[src/rtl/uart_rx_ctrl_pkg.sv]
// Shared definitions for the MiniUart receive controller: register map,
// STATUS/CTRL bit layouts and drain FSM state codes.
package uart_rx_ctrl_pkg;

  localparam logic [1:0] ADDR_DATA   = 2'd0;
  localparam logic [1:0] ADDR_STATUS = 2'd1;
  localparam logic [1:0] ADDR_DIV    = 2'd2;
  localparam logic [1:0] ADDR_CTRL   = 2'd3;

  localparam int ST_RS     = 0;
  localparam int ST_NEMPTY = 1;
  localparam int ST_FULL   = 2;
  localparam int ST_OVR    = 3;
  localparam int ST_BUSY   = 4;

  localparam int CTRL_RX_EN  = 0;
  localparam int CTRL_IRQ_EN = 1;

  typedef enum logic [1:0] {
    S_IDLE    = 2'd0,
    S_CAPTURE = 2'd1,
    S_CLEAR   = 2'd2,
    S_WAIT_LO = 2'd3
  } rx_state_t;

  // Packed MSB-first so the field order mirrors the register bit order.
  typedef struct packed {
    logic irq_en;
    logic rx_en;
  } ctrl_t;

  typedef struct packed {
    logic busy;
    logic overrun;
    logic full;
    logic nempty;
    logic rs;
  } status_t;

endpackage

[src/rtl/uart_rx_ctrl_if.sv]
// CPU-side register bus of the receive controller, with the level interrupt.
interface uart_rx_ctrl_if;
  logic        sel;
  logic        we;
  logic [1:0]  addr;
  logic [31:0] wdata;
  logic [31:0] rdata;
  logic        irq;

  modport master (output sel, we, addr, wdata, input rdata, irq);
  modport slave  (input sel, we, addr, wdata, output rdata, irq);
endinterface

[src/rtl/uart_rx_fifo.sv]
// Small synchronous FIFO for received bytes; head is always visible, pop then push
// when both arrive on a full FIFO.
module uart_rx_fifo #(
  parameter int AW = 2,
  parameter int W  = 8
) (
  input  logic         clk,
  input  logic         rst,
  input  logic         push,
  input  logic         pop,
  input  logic [W-1:0] wdata,
  output logic [W-1:0] head,
  output logic         full,
  output logic         empty
);
  localparam int DEPTH = 1 << AW;

  logic [W-1:0] mem [DEPTH];
  logic [AW:0]  wr_ptr, rd_ptr;
  logic         push_ok, pop_ok;

  assign empty   = (wr_ptr == rd_ptr);
  assign full    = (wr_ptr[AW] != rd_ptr[AW]) && (wr_ptr[AW-1:0] == rd_ptr[AW-1:0]);
  assign pop_ok  = pop & ~empty;
  // A pop in the same cycle frees the slot the push lands in.
  assign push_ok = push & (~full | pop_ok);
  assign head    = mem[rd_ptr[AW-1:0]];

  always_ff @(posedge clk) begin
    if (push_ok) mem[wr_ptr[AW-1:0]] <= wdata;
  end

  always_ff @(posedge clk) begin
    if (rst) begin
      wr_ptr <= '0;
      rd_ptr <= '0;
    end else begin
      if (push_ok) wr_ptr <= wr_ptr + 1'b1;
      if (pop_ok)  rd_ptr <= rd_ptr + 1'b1;
    end
  end
endmodule

[src/rtl/uart_rx_ctrl.sv]
// MiniUart receive controller: 8x-baud sample tick, rs/over_read drain FSM,
// byte FIFO and CPU register block with level interrupt.
module uart_rx_ctrl
  import uart_rx_ctrl_pkg::*;
#(
  parameter int               DIV_W   = 16,
  parameter logic [DIV_W-1:0] DIV_RST = 16'd27,
  parameter int               FIFO_AW = 2
) (
  input  logic           clk,
  input  logic           rst,
  output logic           en_rx,
  input  logic [7:0]     rx_data,
  input  logic           rx_rs,
  output logic           rx_over_read,
  uart_rx_ctrl_if.slave  bus
);

  logic [DIV_W-1:0] divisor, cnt;
  ctrl_t            ctrl;
  logic             rs_meta, rs_s;
  logic             overrun;
  rx_state_t        state, state_nxt;
  logic             capture;
  logic             push, pop, full, empty, ovr_set;
  logic [7:0]       head;
  logic             wr, rd, div_wr, ctrl_wr, stat_wr;
  status_t          status;
  logic             unused_wdata;

  assign wr      = bus.sel & bus.we;
  assign rd      = bus.sel & ~bus.we;
  assign div_wr  = wr && (bus.addr == ADDR_DIV);
  assign ctrl_wr = wr && (bus.addr == ADDR_CTRL);
  assign stat_wr = wr && (bus.addr == ADDR_STATUS);
  assign unused_wdata = ^bus.wdata;

  // ---------------- config registers ----------------
  always_ff @(posedge clk) begin
    if (rst) begin
      divisor <= DIV_RST;
      ctrl    <= '0;
    end else begin
      if (div_wr)  divisor <= bus.wdata[DIV_W-1:0];
      if (ctrl_wr) ctrl    <= ctrl_t'(bus.wdata[1:0]);
    end
  end

  // ---------------- sample tick ----------------
  always_ff @(posedge clk) begin
    if (rst)              cnt <= DIV_RST;
    else if (div_wr)      cnt <= bus.wdata[DIV_W-1:0];
    else if (!ctrl.rx_en) cnt <= divisor;
    else if (cnt == '0)   cnt <= divisor;
    else                  cnt <= cnt - 1'b1;
  end

  assign en_rx = ctrl.rx_en & (cnt == '0);

  // rx_rs comes from the receive unit's derived clock domain.
  always_ff @(posedge clk) begin
    if (rst) begin
      rs_meta <= 1'b0;
      rs_s    <= 1'b0;
    end else begin
      rs_meta <= rx_rs;
      rs_s    <= rs_meta;
    end
  end

  // ---------------- drain FSM ----------------
  always_ff @(posedge clk) begin
    if (rst) state <= S_IDLE;
    else     state <= state_nxt;
  end

  always_comb begin
    state_nxt    = state;
    capture      = 1'b0;
    rx_over_read = 1'b0;
    case (state)
      S_IDLE:    if (rs_s) state_nxt = S_CAPTURE;
      S_CAPTURE: begin
        capture   = 1'b1;
        state_nxt = S_CLEAR;
      end
      S_CLEAR: begin
        rx_over_read = 1'b1;
        state_nxt    = S_WAIT_LO;
      end
      // Wait for rs to fall so one byte is never captured twice.
      S_WAIT_LO: if (!rs_s) state_nxt = S_IDLE;
      default:   state_nxt = S_IDLE;
    endcase
  end

  // ---------------- FIFO ----------------
  assign pop     = rd && (bus.addr == ADDR_DATA) && !empty;
  assign push    = capture & (~full | pop);
  assign ovr_set = capture & full & ~pop;

  uart_rx_fifo #(.AW(FIFO_AW), .W(8)) u_fifo (
    .clk   (clk),
    .rst   (rst),
    .push  (push),
    .pop   (pop),
    .wdata (rx_data),
    .head  (head),
    .full  (full),
    .empty (empty)
  );

  // A same-cycle overrun event takes priority over the software clear.
  always_ff @(posedge clk) begin
    if (rst)                              overrun <= 1'b0;
    else if (ovr_set)                     overrun <= 1'b1;
    else if (stat_wr && bus.wdata[ST_OVR]) overrun <= 1'b0;
  end

  // ---------------- read mux / irq ----------------
  always_comb begin
    status.busy    = (state != S_IDLE);
    status.overrun = overrun;
    status.full    = full;
    status.nempty  = ~empty;
    status.rs      = rs_s;
  end

  always_comb begin
    bus.rdata = '0;
    case (bus.addr)
      ADDR_DATA:   bus.rdata = empty ? 32'd0 : {24'd0, head};
      ADDR_STATUS: bus.rdata = {27'd0, status};
      ADDR_DIV:    bus.rdata = 32'(divisor);
      ADDR_CTRL:   bus.rdata = {30'd0, ctrl};
      default:     bus.rdata = '0;
    endcase
  end

  assign bus.irq = ctrl.irq_en & (~empty | overrun);

endmodule

[src/flat_wrapper.sv]
// flat-port wrapper written by rule: the top's interface ports become plain ports
module uart_rx_ctrl_flat import uart_rx_ctrl_pkg::*;
#(
  parameter int               DIV_W   = 16,
  parameter logic [DIV_W-1:0] DIV_RST = 16'd27,
  parameter int               FIFO_AW = 2
)
  (clk, rst, en_rx, rx_data, rx_rs, rx_over_read, bus_sel, bus_we, bus_addr, bus_wdata, bus_rdata, bus_irq);
  uart_rx_ctrl_if bus_i ();
  input  logic clk;
  input  logic rst;
  output logic en_rx;
  input  logic [7:0] rx_data;
  input  logic rx_rs;
  output logic rx_over_read;
  input wire logic [$bits(bus_i.sel)-1:0] bus_sel;
  input wire logic [$bits(bus_i.we)-1:0] bus_we;
  input wire logic [$bits(bus_i.addr)-1:0] bus_addr;
  input wire logic [$bits(bus_i.wdata)-1:0] bus_wdata;
  output wire logic [$bits(bus_i.rdata)-1:0] bus_rdata;
  output wire logic [$bits(bus_i.irq)-1:0] bus_irq;
  assign bus_i.sel = bus_sel;
  assign bus_i.we = bus_we;
  assign bus_i.addr = bus_addr;
  assign bus_i.wdata = bus_wdata;
  assign bus_rdata = bus_i.rdata;
  assign bus_irq = bus_i.irq;
  uart_rx_ctrl #(.DIV_W(DIV_W), .DIV_RST(DIV_RST), .FIFO_AW(FIFO_AW)) u_core (.clk(clk), .rst(rst), .en_rx(en_rx), .rx_data(rx_data), .rx_rs(rx_rs), .rx_over_read(rx_over_read), .bus(bus_i));
endmodule
[config.mk]
export PLATFORM = sky130hd
export DESIGN_NAME = uart_rx_ctrl_flat
export DESIGN_NICKNAME = d
export VERILOG_FILES = /design/src/rtl/uart_rx_ctrl_pkg.sv /design/src/rtl/uart_rx_ctrl_if.sv /design/src/rtl/uart_rx_fifo.sv /design/src/rtl/uart_rx_ctrl.sv /design/src/flat_wrapper.sv
export SDC_FILE = /design/constraint.sdc
export NUM_CORES = 1
export LEC_CHECK = 0
export CAP_MARGIN = 20
export CORE_MARGIN = 3
export CORE_UTILIZATION = 53
export CTS_BUF_LIST = sky130_fd_sc_hd__clkbuf_2 sky130_fd_sc_hd__clkbuf_4 sky130_fd_sc_hd__clkbuf_8
export CTS_CLUSTER_SIZE = 14
export DETAILED_ROUTE_END_ITERATION = 12
export PLACE_DENSITY = 0.91
export SLEW_MARGIN = 20
export SYNTH_ARGS = -nofsm -noshare
export SYNTH_HDL_FRONTEND = slang
export SYNTH_HIERARCHICAL = 1
export SYNTH_SLANG_ARGS = --single-unit
export TNS_END_PERCENT = 30
[constraint.sdc]
create_clock -name clk -period 2.7 [get_ports clk]
set_input_delay 0.54 -clock clk [delete_from_list [all_inputs] [get_ports clk]]
set_output_delay 0.54 -clock clk [all_outputs]
set_load 0.05 [all_outputs]
==> run_results.csv <==
group,metric,value,unit
yosys,synth-seq-cells,79,
yosys,ys_async_sr_fraction,0,%
route,first_pass_iters,4,
power,powerDensity,622.6,mW/mm^2
place,port_buffers,49,
place,dpl.cell_count,520,
layout,fillers,466,
critical_path,startpoint_type,"primary input",
sta,worst_slack,65.70,ps
sta,fin_crit_sh,97.57,%
yosys,syn_area,0.003909,mm^2
yosys,ys.flop_type,"dfxtp_1",
clocking,cts_tree,"done",
clocking,clk_pin_slew_worst_paths,80,ps
power,switching_power,915.7,uW
route,vias,3056,
power,swShare,29.22,%
run,drv_cap,0,
sta,tns,0,ps
route,ant_nets,0,
yosys,ys_types,54,
route,routedWlPerCell,16.99,um
place,gp_congestion,0.8889,
outcome,status,"complete, no violations",
global_routing,track_usage,22.12,%
global_routing,grt-ovfl-total,0,
sta,slew_viol_final,0,
yosys,avgSynthCellArea,10.54,um^2
sta,worst_slew_margin_rel,65.84,%
layout,n_antenna_cell,0,
critical_path,required,2160,ps
sta,clock-skew-final,12.45,ps
die,die_h,91.88,um
critical_path,critPathCaptureType,"primary output",
layout,drive_gt1_share,20.59,%
power,pwr-share-clk,30.0,%
layout,final_cells,538,
sta,final_hold_viol_count,0,
die,start_util,55.99,%
clocking,cts_hold_buf,0,
sta,setup_violations,0,
global_routing,antenna_found_initial,0,
clocking,numCtsBuffers,9,
clocking,clockRootBuffer,"clkbuf_8",
clocking,cts_sinks,79,
layout,final_nets,495,
die,core.rowCount,30,
sta,max_freq,0.3796,GHz
yosys,syn_inst,371,
layout,multi_input_area,0.001854,mm^2
sta,min_period,2634,ps
critical_path,path_class,"in -> out",
layout,final_util,72.10,%
power,power_leakage,1.843,nW
layout,area_growth,28.78,%
layout,seq_area,0.001917,mm^2
yosys,yosys_warnings,6,
yosys,yosysSeqAreaShare,48.66,%
global_routing,grt_pass1_vias,3008,
die,die_area,0.008441,mm^2
global_routing,grt_max_degree,37,
power,combinationalPowerShare,25.4,%
yosys,synth_edf_count,32,
route,vias_per_cell,5.680,
hold_path,hold_class,"reg -> reg",
route,postRouteWirelength,9138,um
route,drt_iter0_markers,178,
clocking,htree_levels,3,
critical_path,arrival,2090,ps
power,ir_drop,581.2,uV
sta,tightest_slew,507.7,ps
die,chipWidth,91.88,um
critical_path,path_max_fanout,6,
die,ios,82,
power,p_int,2.218,mW
global_routing,grt_first_pass_wirelength,14610,um
route,drc,0,
die,core,0.006982,mm^2
clocking,clock_latency,350,ps
place,dp_slack,48.62,ps
clocking,clockBufferDepth,2,
power,power_frac_seq,44.6,%
place,hpwl,6527,um
registers in the layout (all words and copies together) (netlist names), named ones only:
register / count
u_core/u_fifo/mem: 32
u_core/cnt: 16
u_core/divisor: 16
u_core/u_fifo/rd_ptr: 3
u_core/u_fifo/wr_ptr: 3
u_core/ctrl: 2
u_core/state: 2
u_core/overrun: 1
u_core/rs_meta: 1
u_core/rs_s: 1
power groups by stage:
stage / logic (mW) / registers (mW) / clock network, mW
after floorplan: 0.461 / 1.39 / 0
after global placement: 0.715 / 1.40 / 0
after detailed placement: 0.747 / 1.41 / 0
after CTS: 0.761 / 1.39 / 0.960
after global routing: 0.849 / 1.41 / 1.01
final: 0.796 / 1.40 / 0.940
area by class of cell:
class                      instances  area share, %
clock inverter                     6          1.690
multi-input combinational        258          36.84
sequential                        79          38.08
tap                               96          2.386
timing repair buffer              77          17.50
clock buffer                      10          2.610
inverter                          12         0.8949
cell usage in the layout (no fill, tap or decap), types with 3 or more instances in the layout:
cell             Yosys  routed
a21oi_1             20      20
a22o_1               3       3
a31oi_1              6       6
and2_1              11      11
buf_12               0      18
buf_4               16      28
clkbuf_8             0       9
clkdlybuf4s50_1      0      31
conb_1               1      16
dfxtp_1             47      39
dfxtp_2              0       6
edfxtp_1            32      32
ha_1                11      11
inv_1               12      12
mux2_1               3       3
mux2i_1              5       5
mux4_2               8       8
nand2_1             46      45
nand2b_1             4       4
nand3_1              9       9
nand3b_1             5       5
nand4b_1             9       9
nor2_1              20      19
nor2b_1              8       8
nor3_1               7       7
o21ai_0              3       3
o221ai_1             7       7
o311ai_0             4       4
or3_1                7       7
xnor2_1              6       6
xor2_1               8       8
Yosys cell counts (9+ instances only):
master	number	area (um^2)
and2_1	11	68.82
a21oi_1	20	100.1
edfxtp_1	32	960.9
nand2_1	46	172.7
nor2_1	20	75.07
nand3_1	9	45.04
buf_4	16	120.1
dfxtp_1	47	940.9
inv_1	12	45.04
nand4b_1	9	78.83
clkbuf_1	17	63.81
ha_1	11	137.6
timing repair:
item                       in CTS  in global routing
resized for setup               5                 11
pin swaps                       0                  2
setup endpoints to repair       4                 30
buffers inserted                0                  2
through the flow:
stage | area (um^2) | hold WS, ps | total power [mW]
4_1_cts | 4991 | 457.2 | 3.114
3_5_place_dp | 4748 | 428.8 | 2.159
3_3_place_gp | 4748 | 425.8 | 2.116
5_1_grt | 5034 | 479.4 | 3.265
6_report | 5034 | 457.0 | 3.134
2_1_floorplan | 3965 | 413.8 | 1.854
per-layer routing:
metal	up-vias	wire, um	GRT usage (%)
met3	25	578	4.676
met5	-	0	0
met4	0	214	7.426
li1	1432	-	-
met1	1466	3519	24.95
met2	133	4824	41.12
final timing paths:
path | depth (start not counted) | to | startpoint | slack [ps]
max | 6 | bus_rdata[0] | bus_addr[0] | 70
min | 1 | u_core/rs_s | u_core/rs_meta | 460
max reg2reg | 11 | u_core/u_fifo/mem[1][2] | u_core/u_fifo/wr_ptr[1] | 290
min reg2reg | 1 | u_core/rs_s | u_core/rs_meta | 460
logic make-up after synthesis:
| family | Yosys count | share of synthesized area (%) |
|---|---|---|
| AOI/OAI and AO/OA | 57 | 10.40 |
| xor gates and xnor gates | 17 | 4.386 |
| adders and majority gates | 11 | 3.521 |
| buffers and inverters | 49 | 6.338 |
| DFF | 79 | 48.66 |
| muxes | 19 | 7.714 |
| other | 1 | 0.09594 |
| and+or+nand+nor | 138 | 18.89 |
critical path, cell delays in order:
cell	delay (ps)
clkdlybuf4s50_1	520
buf_4	170
mux2_2	340
a22oi_1	220
nand2_2	140
buf_12	170
(Power assumes the default switching activity.)
